===== src/rtl/request_pkg.sv =====
// Shared types for the memory request unit: FSM state encoding and timer width.
package request_pkg;

    typedef enum logic [1:0] {
        IDLE   = 2'd0,
        IFETCH = 2'd1,
        DACC   = 2'd2,
        DONE   = 2'd3
    } state_t;

    localparam int TIMER_W = 16;

endpackage


===== src/rtl/request_unit_if.sv =====
// Core-side and RAM-side signals of the request unit, bundled for port connection.
interface request_unit_if #(
    parameter int ADDR_W = 32,
    parameter int DATA_W = 32
);
    // Core requests (imem_req, dmm_ren, dmm_wen) are levels held until the matching
    // one-cycle ready pulse; ram_ren/ram_wen are levels held until the one-cycle ram_ack.
    logic              imem_req;
    logic [ADDR_W-1:0] imemaddr;
    logic [DATA_W-1:0] imemload;
    logic              i_ready;
    logic              dmm_ren;
    logic              dmm_wen;
    logic [ADDR_W-1:0] dmmaddr;
    logic [DATA_W-1:0] dmmstore;
    logic [DATA_W-1:0] dmmload;
    logic              d_ready;
    logic              bus_err;
    logic [ADDR_W-1:0] ram_addr;
    logic [DATA_W-1:0] ram_store;
    logic              ram_ren;
    logic              ram_wen;
    logic [DATA_W-1:0] ram_load;
    logic              ram_ack;

    modport master (
        input  imem_req, imemaddr, dmm_ren, dmm_wen, dmmaddr, dmmstore, ram_load, ram_ack,
        output imemload, i_ready, dmmload, d_ready, bus_err,
               ram_addr, ram_store, ram_ren, ram_wen
    );

    modport slave (
        output imem_req, imemaddr, dmm_ren, dmm_wen, dmmaddr, dmmstore, ram_load, ram_ack,
        input  imemload, i_ready, dmmload, d_ready, bus_err,
               ram_addr, ram_store, ram_ren, ram_wen
    );

endinterface


===== src/rtl/request_unit.sv =====
// Arbitrates instruction fetches and load/store accesses of a single-cycle core onto
// one single-port RAM, with data priority, per-instruction duplicate suppression and timeout.
module request_unit
    import request_pkg::*;
#(
    parameter int ADDR_W  = 32,
    parameter int DATA_W  = 32,
    parameter int TIMEOUT = 16
) (
    input  logic           clk,
    input  logic           nRST,
    request_unit_if.master bus,
    output state_t         dbg_state
);

    localparam logic [TIMER_W-1:0] TIMER_LIMIT = TIMER_W'(TIMEOUT);

    state_t              state;
    logic                d_done;
    logic [TIMER_W-1:0]  timer;
    logic [ADDR_W-1:0]   ram_addr;
    logic [DATA_W-1:0]   ram_store;
    logic [DATA_W-1:0]   imemload;
    logic [DATA_W-1:0]   dmmload;
    logic                ram_ren;
    logic                ram_wen;
    logic                i_ready;
    logic                d_ready;
    logic                bus_err;
    logic                dreq;
    logic                expired;

    // d_done blocks a second access for the same held load/store until the next fetch.
    assign dreq    = (bus.dmm_ren | bus.dmm_wen) & ~d_done;
    assign expired = (TIMEOUT != 0) && (timer >= TIMER_LIMIT);

    always_ff @(posedge clk or negedge nRST) begin
        if (!nRST) begin
            state     <= IDLE;
            d_done    <= 1'b0;
            timer     <= '0;
            ram_addr  <= '0;
            ram_store <= '0;
            ram_ren   <= 1'b0;
            ram_wen   <= 1'b0;
            imemload  <= '0;
            dmmload   <= '0;
            i_ready   <= 1'b0;
            d_ready   <= 1'b0;
            bus_err   <= 1'b0;
        end else begin
            i_ready <= 1'b0;
            d_ready <= 1'b0;
            bus_err <= 1'b0;
            case (state)
                IDLE: begin
                    if (dreq) begin
                        state     <= DACC;
                        ram_addr  <= bus.dmmaddr;
                        ram_store <= bus.dmmstore;
                        ram_wen   <= bus.dmm_wen;
                        ram_ren   <= ~bus.dmm_wen;
                        timer     <= '0;
                    end else if (bus.imem_req) begin
                        state     <= IFETCH;
                        ram_addr  <= bus.imemaddr;
                        ram_store <= '0;
                        ram_wen   <= 1'b0;
                        ram_ren   <= 1'b1;
                        timer     <= '0;
                    end
                end
                IFETCH, DACC: begin
                    // A real ack in the same cycle as the timeout wins.
                    if (bus.ram_ack || expired) begin
                        state   <= DONE;
                        ram_ren <= 1'b0;
                        ram_wen <= 1'b0;
                        bus_err <= ~bus.ram_ack;
                        if (state == IFETCH) begin
                            imemload <= bus.ram_ack ? bus.ram_load : '0;
                            i_ready  <= 1'b1;
                            d_done   <= 1'b0;
                        end else begin
                            if (!ram_wen) begin
                                dmmload <= bus.ram_ack ? bus.ram_load : '0;
                            end
                            d_ready <= 1'b1;
                            d_done  <= 1'b1;
                        end
                    end else if (timer != {TIMER_W{1'b1}}) begin
                        timer <= timer + 1'b1;
                    end
                end
                DONE: state <= IDLE;
                default: state <= IDLE;
            endcase
        end
    end

    assign bus.ram_addr  = ram_addr;
    assign bus.ram_store = ram_store;
    assign bus.ram_ren   = ram_ren;
    assign bus.ram_wen   = ram_wen;
    assign bus.imemload  = imemload;
    assign bus.dmmload   = dmmload;
    assign bus.i_ready   = i_ready;
    assign bus.d_ready   = d_ready;
    assign bus.bus_err   = bus_err;
    assign dbg_state     = state;

endmodule


===== src/flat_wrapper.sv =====
// flat-port wrapper written by rule: the top's interface ports become plain ports
module request_unit_flat import request_pkg::*;
#(
    parameter int ADDR_W  = 32,
    parameter int DATA_W  = 32,
    parameter int TIMEOUT = 16
)
  (clk, nRST, dbg_state, bus_imem_req, bus_imemaddr, bus_dmm_ren, bus_dmm_wen, bus_dmmaddr, bus_dmmstore, bus_ram_load, bus_ram_ack, bus_imemload, bus_i_ready, bus_dmmload, bus_d_ready, bus_bus_err, bus_ram_addr, bus_ram_store, bus_ram_ren, bus_ram_wen);
  request_unit_if #(.ADDR_W(ADDR_W), .DATA_W(DATA_W)) bus_i ();
  input  logic clk;
  input  logic nRST;
  output state_t dbg_state;
  input wire logic [$bits(bus_i.imem_req)-1:0] bus_imem_req;
  input wire logic [$bits(bus_i.imemaddr)-1:0] bus_imemaddr;
  input wire logic [$bits(bus_i.dmm_ren)-1:0] bus_dmm_ren;
  input wire logic [$bits(bus_i.dmm_wen)-1:0] bus_dmm_wen;
  input wire logic [$bits(bus_i.dmmaddr)-1:0] bus_dmmaddr;
  input wire logic [$bits(bus_i.dmmstore)-1:0] bus_dmmstore;
  input wire logic [$bits(bus_i.ram_load)-1:0] bus_ram_load;
  input wire logic [$bits(bus_i.ram_ack)-1:0] bus_ram_ack;
  output wire logic [$bits(bus_i.imemload)-1:0] bus_imemload;
  output wire logic [$bits(bus_i.i_ready)-1:0] bus_i_ready;
  output wire logic [$bits(bus_i.dmmload)-1:0] bus_dmmload;
  output wire logic [$bits(bus_i.d_ready)-1:0] bus_d_ready;
  output wire logic [$bits(bus_i.bus_err)-1:0] bus_bus_err;
  output wire logic [$bits(bus_i.ram_addr)-1:0] bus_ram_addr;
  output wire logic [$bits(bus_i.ram_store)-1:0] bus_ram_store;
  output wire logic [$bits(bus_i.ram_ren)-1:0] bus_ram_ren;
  output wire logic [$bits(bus_i.ram_wen)-1:0] bus_ram_wen;
  assign bus_i.imem_req = bus_imem_req;
  assign bus_i.imemaddr = bus_imemaddr;
  assign bus_i.dmm_ren = bus_dmm_ren;
  assign bus_i.dmm_wen = bus_dmm_wen;
  assign bus_i.dmmaddr = bus_dmmaddr;
  assign bus_i.dmmstore = bus_dmmstore;
  assign bus_i.ram_load = bus_ram_load;
  assign bus_i.ram_ack = bus_ram_ack;
  assign bus_imemload = bus_i.imemload;
  assign bus_i_ready = bus_i.i_ready;
  assign bus_dmmload = bus_i.dmmload;
  assign bus_d_ready = bus_i.d_ready;
  assign bus_bus_err = bus_i.bus_err;
  assign bus_ram_addr = bus_i.ram_addr;
  assign bus_ram_store = bus_i.ram_store;
  assign bus_ram_ren = bus_i.ram_ren;
  assign bus_ram_wen = bus_i.ram_wen;
  request_unit #(.ADDR_W(ADDR_W), .DATA_W(DATA_W), .TIMEOUT(TIMEOUT)) u_core (.clk(clk), .nRST(nRST), .bus(bus_i), .dbg_state(dbg_state));
endmodule

===== config.mk =====
export PLATFORM = sky130hd
export DESIGN_NAME = request_unit_flat
export DESIGN_NICKNAME = d
export VERILOG_FILES = /design/src/rtl/request_pkg.sv /design/src/rtl/request_unit_if.sv /design/src/rtl/request_unit.sv /design/src/flat_wrapper.sv
export SDC_FILE = /design/constraint.sdc
export NUM_CORES = 1
export LEC_CHECK = 0
export ABC_AREA = 1
export CELL_PAD_IN_SITES_DETAIL_PLACEMENT = 2
export CELL_PAD_IN_SITES_GLOBAL_PLACEMENT = 2
export CORE_MARGIN = 2
export CORE_UTILIZATION = 26
export CTS_CLUSTER_DIAMETER = 150
export DETAILED_ROUTE_END_ITERATION = 6
export PLACE_DENSITY_LB_ADDON = 0.1
export SYNTH_ARGS = -nofsm -noshare
export SYNTH_HDL_FRONTEND = slang
export SYNTH_SLANG_ARGS = --single-unit

===== constraint.sdc =====
create_clock -name clk -period 4.7 [get_ports clk]
set_input_delay 0.94 -clock clk [delete_from_list [all_inputs] [get_ports clk]]
set_output_delay 0.94 -clock clk [all_outputs]
set_load 0.02 [all_outputs]

Yosys cells after proc, flatten, opt, wreduce, memory -nomap -nowiden

Index checks and enable logic that the tools add are counted.

Output and inout bits: 135
Bits of input ports: 134
Register bits after elaboration: 152
Word-level logic and storage cells: 70

Multiplexer cells: 29
Order comparisons: 1
Equal/unequal tests: 8
Bitwise operators: 7
Add/sub/neg operators: 1
Reductions and logical operators: 12

Operators with widths:

| kind                  | count |
|---|---|
| $mux 32               | 5 |
| $mux 16               | 4 |
| $pmux 16 s2           | 1 |
| $add 16x1->16 const B | 1 |
| $ge 16x5->1 const B   | 1 |
| $ne 16x16->1 const B  | 1 |
| $mux 1                | 13 |
| $reduce_and 4->1      | 2 |
| $mux 2                | 3 |
| $pmux 2 s3            | 1 |
| $reduce_and 2->1      | 3 |
| $reduce_and 3->1      | 2 |
| $not 1->1             | 5 |
| $eq 2x2->1 const B    | 2 |
| $ne 2x1->1 const B    | 2 |
| $pmux 1 s2            | 2 |
| $reduce_bool 2->1     | 2 |
| $ne 3x2->1 const B    | 1 |
| $eq 2x1->1 const B    | 1 |
| $logic_not 2->1       | 1 |
| $ne 2x2->1 const B    | 1 |
| $reduce_or 2->1       | 1 |
| $and 1x1->1           | 1 |
| $logic_or 1x1->1      | 1 |
| $or 1x1->1            | 1 |

Logic depth before layout (Yosys ltp)

Gate-level depths: netlist (run 1).

Depth after elaboration: 4
Gate-level depth with buffers: 9
Depth with buffers taken out: 8

Worst setup path before layout (run 1)

No wires, ideal clock.

Kind: input port to flip-flop
Start point: in bus_dmm_wen
End point: reg u_core.ram_addr[11] (netlist: u_core.bus.ram_addr[11])
Path slack: 2.939 ns
Arrival: 1.624 ns
Stages on the path: 6
Buffers on the path: 2
Library setup time: 0.137 ns
Path through: o21ai_4 -> buf_4 -> buf_4 -> nand2_1 -> o21ai_0 -> a21oi_1

Word-level cells in the longest chain between the ends: 4
Elaborated cells between the ends (all ways): 5
Those cells by class: mux (1); bitwise (2); reduce/logical (2)

Ends and longest elaborated chain:

| item                               | line               | RTL |
|---|---|---|
| start, declared                    | flat_wrapper.sv:16 | `input wire logic [$bits(bus_i.dmm_wen)-1:0] bus_dmm_wen;` |
| $or 1x1->1 (*)                     | request_unit.sv:34 | `assign dreq = (bus.dmm_ren \| bus.dmm_wen) & ~d_done;` |
| $and 1x1->1 (*)                    | request_unit.sv:34 |  |
| $reduce_bool 2->1 (no source line) | --                 |  |
| $reduce_and 2->1 (no source line)  | --                 |  |
| end signal, assigned               | request_unit.sv:59 | `ram_addr <= bus.dmmaddr;` |
| end signal, assigned               | request_unit.sv:66 | `ram_addr <= bus.imemaddr;` |
| end, declared                      | request_unit.sv:21 | `logic [ADDR_W-1:0] ram_addr;` |

Mark *: on every way between the ends. The rest lies on a longest branch, timed or not.
A chain may end at the register's enable or synchronous reset.

Worst setup path in the final report (run 1)

Start point: in bus_ram_ack
End point: reg u_core.dmmload[29] (netlist: u_core.bus.dmmload[29])

Word-level cells in the longest chain between the ends: 2
Elaborated cells between the ends (all ways): 3
Those cells by class: mux (1); reduce/logical (2)

Ends and longest elaborated chain:

| item                              | line               | RTL |
|---|---|---|
| start, declared                   | flat_wrapper.sv:20 | `input wire logic [$bits(bus_i.ram_ack)-1:0] bus_ram_ack;` |
| $logic_or 1x1->1                  | request_unit.sv:75 | `if (bus.ram_ack \|\| expired) begin` |
| $reduce_and 4->1 (no source line) | --                 |  |
| end signal, assigned              | request_unit.sv:86 | `dmmload <= bus.ram_ack ? bus.ram_load : '0;` |
| end, declared                     | request_unit.sv:24 | `logic [DATA_W-1:0] dmmload;` |

Parallel ways exist; a longest one is shown, timed or not.

==> impl_metrics.tcl, run 1 <==
set metrics [dict create \
    worst_ir_drop_vdd_uv 288 \
    r2r_cells 7 \
    worst_hold_path_type "reg2reg" \
    report.final.slew_viol_count 0 \
    unrepaired_setup_endpoints_after_global_routing "no" \
    min_path_cells 2 \
    detail_route.iter0.violations 244 \
    detail_route.vias_per_cell 4.51 \
    power.share.clock_pct 19.2 \
    total_power_mw 6.90 \
    worst-slew-pin-transition_ns 1.12 \
    synth_cells 787 \
    total_standard_cell_area_after_synthesis_sq_mm 0.00675 \
    cap_violations 0 \
    routabilityCongestion 0.724 \
    number_of_global_route_vias_before_repair 6823 \
    grt_usage_pct 17.2 \
    setup-tns-final_ns 0 \
    share_seq_of_total_power_pct 31.1 \
    fin_skew_ns 0.0114 \
    synth_commonest_cells "nand2_1 (188), dfrtp_1 (152), inv_1 (112)" \
    avgSynthCellArea_sq_um 8.58 \
    yosys.cell_count.top_type "nand2_1" \
    post-place-ws_ns 1.17 \
    grt_met2_use_pct 29.1 \
    cell_types_occupying_the_most_area_after_synthesis "dfrtp_1 (56%), nand2_1 (10%), inv_1 (6.2%), o21ai_0 (5.9%), nand3_1 (3.2%)" \
    worstPathMaxFanout 35 \
    antennaDiodeCount 0 \
    floorplan.die.width_um 165 \
    number_of_antenna_violations_at_the_first_check_in_global_routing 0 \
    utilization_pct 40.4 \
    drc_errors 0 \
    synth.lib_cells_used.distinct 28 \
    cts_max_path_buffers 2 \
    synthesis.nets 927 \
    clock.fmax_ghz 0.335 \
    critPathKind "in2reg" \
    area_growth_syn_to_layout_pct 51.4 \
    netsw_mw 2.94 \
    dp.final_hpwl_um 16000 \
    rows 58 \
    final_cell_area_sq_mm 0.0102 \
    post_drt_wl_per_cell_um 16.4 \
    required_time_at_the_worst_slack_endpoint_ns 5.00 \
    holdWs_ns 0.475 \
    timing_hold_violations_final 0 \
    ios 269 \
    tritoncts_buffers 17 \
    synth_edf_count 0 \
    swShare_pct 42.6 \
    filler_instances 2824 \
    cts-htree-levels 4 \
    ys_seq_area_share_pct 56.3 \
    met1_resource_use_gr_pct 21.1 \
    number_of_warnings_printed_during_yosys_synthesis 0 \
    dr_total_vias 6197 \
    most_crowded_layer_gr "met2" \
    start_util_pct 26.7 \
    max-slew-margin-rel_pct 24.8 \
    post-place-cells 1344 \
    power_density_normalized_to_cell_area_mw_per_mm2 676 \
    cts_sinks 152 \
    detailed_place.area_sq_mm 0.00966 \
    synth-main-ff-cell "dfrtp_1" \
    clock_latency_ns 0.42 \
    die_y_um 165 \
    critPathLaunchType "input port" \
    register_bit_total_from_synthesis 152 \
    arrival_ns 3.29 \
    tritoncts "yes" \
    grt_max_degree 95 \
    synth_top_area_share_pct 56.3 \
    postCtsSetupBuffers 0 \
    worst_setup_path_end_kind "flip-flop" \
    die_area_sq_mm 0.0273 \
    outcome "finished clean" \
    final_period_minus_worst_setup_slack_ns 2.98 \
    ctsResizeCount 0 \
    power.internal_mw 3.96 \
    first_pass_grt_wire_length_um 36500 \
    final.period_utilization_pct 63.5 \
    gr-total-overflow 0 \
    groute.layer.met3.usage_pct 6.14 \
    finalNetCount 1173 \
    report.final.setup_viol 0 \
    holdBufCountCts 0 \
    post_layout_nonfiller_instances 1375 \
    io_buffer_count 268 \
    final_layout_size_suffix_gt1_share_pct 4.78 \
    firstDrtPassIters 4 \
    fin_ws_ns 1.72 \
    power_leakage_nw 4.91 \
    clk_transition_reported_paths_ns 0.07 \
    drt_wl_total_um 22600 \
    combinational_share_of_power_pct 49.7 \
    netlist.top_cell.by_area "dfrtp_1" \
    clockRootBuffer "clkbuf_16" \
    synth-async-reset-ratio_pct 100 \
    core_area_sq_mm 0.0253 \
    route.antenna.remaining_nets 0 \
]
## layout make-up
| class | count | area [sq um] | area share, % |
|---|---|---|---|
| Clock buffer | 19 | 443 | 4.33 |
| Clock inverter | 12 | 119 | 1.16 |
| Inverter | 112 | 420 | 4.11 |
| Multi-Input combinational cell | 473 | 2270 | 22.2 |
| Sequential cell | 152 | 3800 | 37.2 |
| Tap cell | 330 | 413 | 4.04 |
| Timing Repair Buffer | 277 | 2750 | 26.9 |
## final timing paths
kind / start / endpoint / slack [ns]
min in group asynchronous: nRST / u_core.bus.imemload[20] / 0.58
min: u_core.bus.dmmload[20] / u_core.bus.dmmload[20] / 0.48
max reg2reg: u_core.dbg_state[1] / u_core.bus.ram_addr[1] / 2.13
max: bus_ram_ack / u_core.bus.dmmload[29] / 1.72
max in group asynchronous: nRST / u_core.bus.dmmload[21] / 3.07
min reg2reg: u_core.bus.dmmload[20] / u_core.bus.dmmload[20] / 0.48
## critical path, cell delays in order
cell and delay [ns]:
clkdlybuf4s50_1 0.45, buf_4 0.36, inv_1 0.13, nand3_4 0.38, nand3_2 0.67, nand2_1 0.25
nand2_1 0.07
## metal layers
metal / vias up / part of all wire [%] / routed length (um)
met5: - / 0 / 0
met4: 0 / 0.58 / 131
met3: 7 / 7.8 / 1750
met2: 160 / 48 / 10800
met1: 3050 / 44 / 9840
li1: 2980 / - / -
## sequential cells by signal, summed over array words and instances (netlist names), 2 cells and up
register	cells
u_core.bus.dmmload	32
u_core.bus.imemload	32
u_core.bus.ram_addr	32
u_core.bus.ram_store	32
u_core.timer	16
u_core.dbg_state	2
## power by group through the flow
stage | registers [mW] | logic, mW | clock network [mW]
2_1_floorplan | 2.76 | 1.26 | 0
4_1_cts | 2.16 | 3.51 | 1.39
3_3_place_gp | 2.16 | 3.43 | 0
6_report | 2.15 | 3.43 | 1.33
3_5_place_dp | 2.18 | 3.50 | 0
5_1_grt | 2.22 | 3.81 | 1.43
## logic make-up (layout without fill, tap and decap cells)
group	after synthesis	in the layout	share of synthesized area, %
AOI/OAI and AO/OA	147	147	11.7
buffers and inverters	162	420	10.2
xor gates and xnor gates	3	3	0.389
DFF	152	152	56.3
adders and majority gates	6	6	1.11
and+or+nand+nor	317	317	20.2
## cells in the final DEF (no fill, tap or decap), types with 2 or more instances in the layout
master	instances
nor2_1	45
ha_1	6
nand2_2	2
nand2_1	188
inv_1	112
nor2_2	2
buf_4	9
clkdlybuf4s50_1	267
a21oi_1	36
o21ai_0	80
clkinvlp_4	6
inv_6	4
dfrtp_1	152
clkbuf_16	17
nand3_1	43
xor2_1	2
o21ai_1	19
a21boi_0	9
nand4_1	32
Note: power is estimated with default switching activity, not from simulation.
==> inputs of run 2 (changes only) <==
--- a/config.mk
+++ b/config.mk
@@ -9,7 +9,7 @@
 export CELL_PAD_IN_SITES_DETAIL_PLACEMENT = 2
 export CELL_PAD_IN_SITES_GLOBAL_PLACEMENT = 2
 export CORE_MARGIN = 2
-export CORE_UTILIZATION = 26
+export CORE_UTILIZATION = 24
 export CTS_CLUSTER_DIAMETER = 150
 export DETAILED_ROUTE_END_ITERATION = 6
 export PLACE_DENSITY_LB_ADDON = 0.1
==> constraint.sdc (replaced) <==
create_clock -name clk -period 2.95 [get_ports clk]
set_input_delay 0.59 -clock clk [delete_from_list [all_inputs] [get_ports clk]]
set_output_delay 0.59 -clock clk [all_outputs]
set_load 0.02 [all_outputs]
==> run 2 against run 1 <==
  * Cell count grew 4.0%
  * Clock power up 91%
  * Highest routed layer unchanged
  * Critical path type is now reg2out
  * Sequential share of layout area shrank 0.92 points
  * Sequential power is 60% higher
  * Largest power group unchanged
==> impl_metrics.tcl, run 2 (synthesis gave the netlist of run 1 again) <==
set metrics [dict create \
    timing_hold_violations_final 0 \
    antennaDiodeCount 0 \
    clock_latency_ns 0.44 \
    clock.fmax_ghz 0.462 \
    layout.cells.most_common "clkdlybuf4s50_1" \
    detail_route.iter0.violations 246 \
    clockRootBuffer "clkbuf_16" \
    tritoncts "yes" \
    cts_sinks 152 \
    critical_path.slowest_cell "clkdlybuf4s50_1" \
    worst_hold_path_type "in2async" \
    die_y_um 172 \
    setup-tns-final_ns 0 \
    dp.final_hpwl_um 16700 \
    cap_violations 0 \
    report.final.setup_viol 0 \
    drc_errors 0 \
    cp_delay_by_family_top "buffers and inverters" \
    core_area_sq_mm 0.0278 \
    first_pass_grt_wire_length_um 37600 \
    route.antenna.remaining_nets 0 \
    power_leakage_nw 5.03 \
    power_density_normalized_to_cell_area_mw_per_mm2 1100 \
    finalNetCount 1179 \
    grt_usage_pct 16.5 \
    dr_total_vias 6227 \
    critPathLaunchType "flip-flop" \
    floorplan.die.width_um 172 \
    holdWs_ns 0.0830 \
    final.period_utilization_pct 73.4 \
    rows 61 \
    fin_skew_ns 0.0161 \
    area_growth_syn_to_layout_pct 55.2 \
    ios 269 \
    worstPathMaxFanout 6 \
    worst-slew-pin-transition_ns 0.553 \
    ctsResizeCount 0 \
    arrival_ns 1.58 \
    io_buffer_count 268 \
    cts-htree-levels 4 \
    required_time_at_the_worst_slack_endpoint_ns 2.36 \
    number_of_antenna_violations_at_the_first_check_in_global_routing 1 \
    postCtsSetupBuffers 0 \
    grt_max_degree 68 \
    unrepaired_setup_endpoints_after_global_routing "no" \
    final_period_minus_worst_setup_slack_ns 2.17 \
    report.final.slew_viol_count 0 \
    cp_num_buf_inv 1 \
    path_cells "clkdlybuf4s50_1" \
    final_layout_size_suffix_gt1_share_pct 5.51 \
    detail_route.vias_per_cell 4.35 \
    max-slew-margin-rel_pct 63.1 \
    clk_transition_reported_paths_ns 0.08 \
    drt_wl_total_um 23900 \
    worst_setup_path_end_kind "output pin" \
    number_of_global_route_vias_before_repair 6768 \
    post_drt_wl_per_cell_um 16.7 \
    die_area_sq_mm 0.0295 \
    tritoncts_buffers 17 \
    worst_ir_drop_vdd_uv 381 \
    timing.critical_path.slowest_cell_delay_ns 0.70 \
    firstDrtPassIters 4 \
    outcome "finished clean" \
    cts_max_path_buffers 2 \
    routabilityCongestion 0.712 \
    holdBufCountCts 0 \
    start_util_pct 24.3 \
    gr-total-overflow 0 \
    final_cell_mix "clkdlybuf4s50_1 (267), nand2_1 (188), dfrtp_1 (152), inv_1 (112), o21ai_0 (80)" \
    critPathKind "reg2out" \
]
-- run 2: report_power, final --
part	switching (mW)	leakage [nW]	internal, mW
Combinational	3.32	2.80	2.26
Clock	1.05	0.328	1.49
Sequential	0.499	1.91	2.94
-- run 2: area by class of cell --
cell class | instances | area, sq um
fill | 3112 | 17300
sequential | 152 | 3800
timing repair buffer | 283 | 2850
multi-input combinational | 473 | 2270
tap | 378 | 473
clock buffer | 18 | 439
inverter | 112 | 420
clock inverter | 14 | 228
-- run 2: path summary, 6_finish.rpt --
check | startpoint | to | slack [ns] | depth (start not counted)
worst max-delay path | u_core.dbg_state[0] | dbg_state[0] | 0.78 | 1
worst min-delay path | nRST | u_core.bus.dmmload[17] | 0.08 | 1
worst max register to register | u_core.dbg_state[0] | u_core.bus.dmmload[8] | 0.95 | 7
worst min register to register | u_core.bus.dmmload[11] | u_core.bus.dmmload[11] | 0.47 | 2
max in group asynchronous | nRST | u_core.bus.ram_store[12] | 2.12 | 2
min in group clk | u_core.bus.dmmload[11] | u_core.bus.dmmload[11] | 0.47 | 2
-- run 2: per-stage QoR --
stage               area (sq um)  cells  setup slack, ns  util [%]  power [mW]
detailed placement          9810   1398            0.635      35.3        9.15
global placement            9810   1398            0.658      35.3        9.01
floorplan                   6750    787             1.30         -        6.41
CTS                        10500   1430            0.743      37.7        11.8
global route               10500   1430            0.705      37.7        12.4
finish                     10500   1430            0.785      37.7        11.6
-- run 2: metal layers --
| metal | vias to the layer above | wire length, um | global-route usage [%] |
|---|---|---|---|
| met5 | - | 0 | 0 |
| met4 | 0 | 222 | 3.65 |
| met3 | 16 | 1910 | 6.37 |
| met2 | 173 | 11400 | 27.3 |
| met1 | 3043 | 10400 | 20.3 |
| li1 | 2995 | - | - |
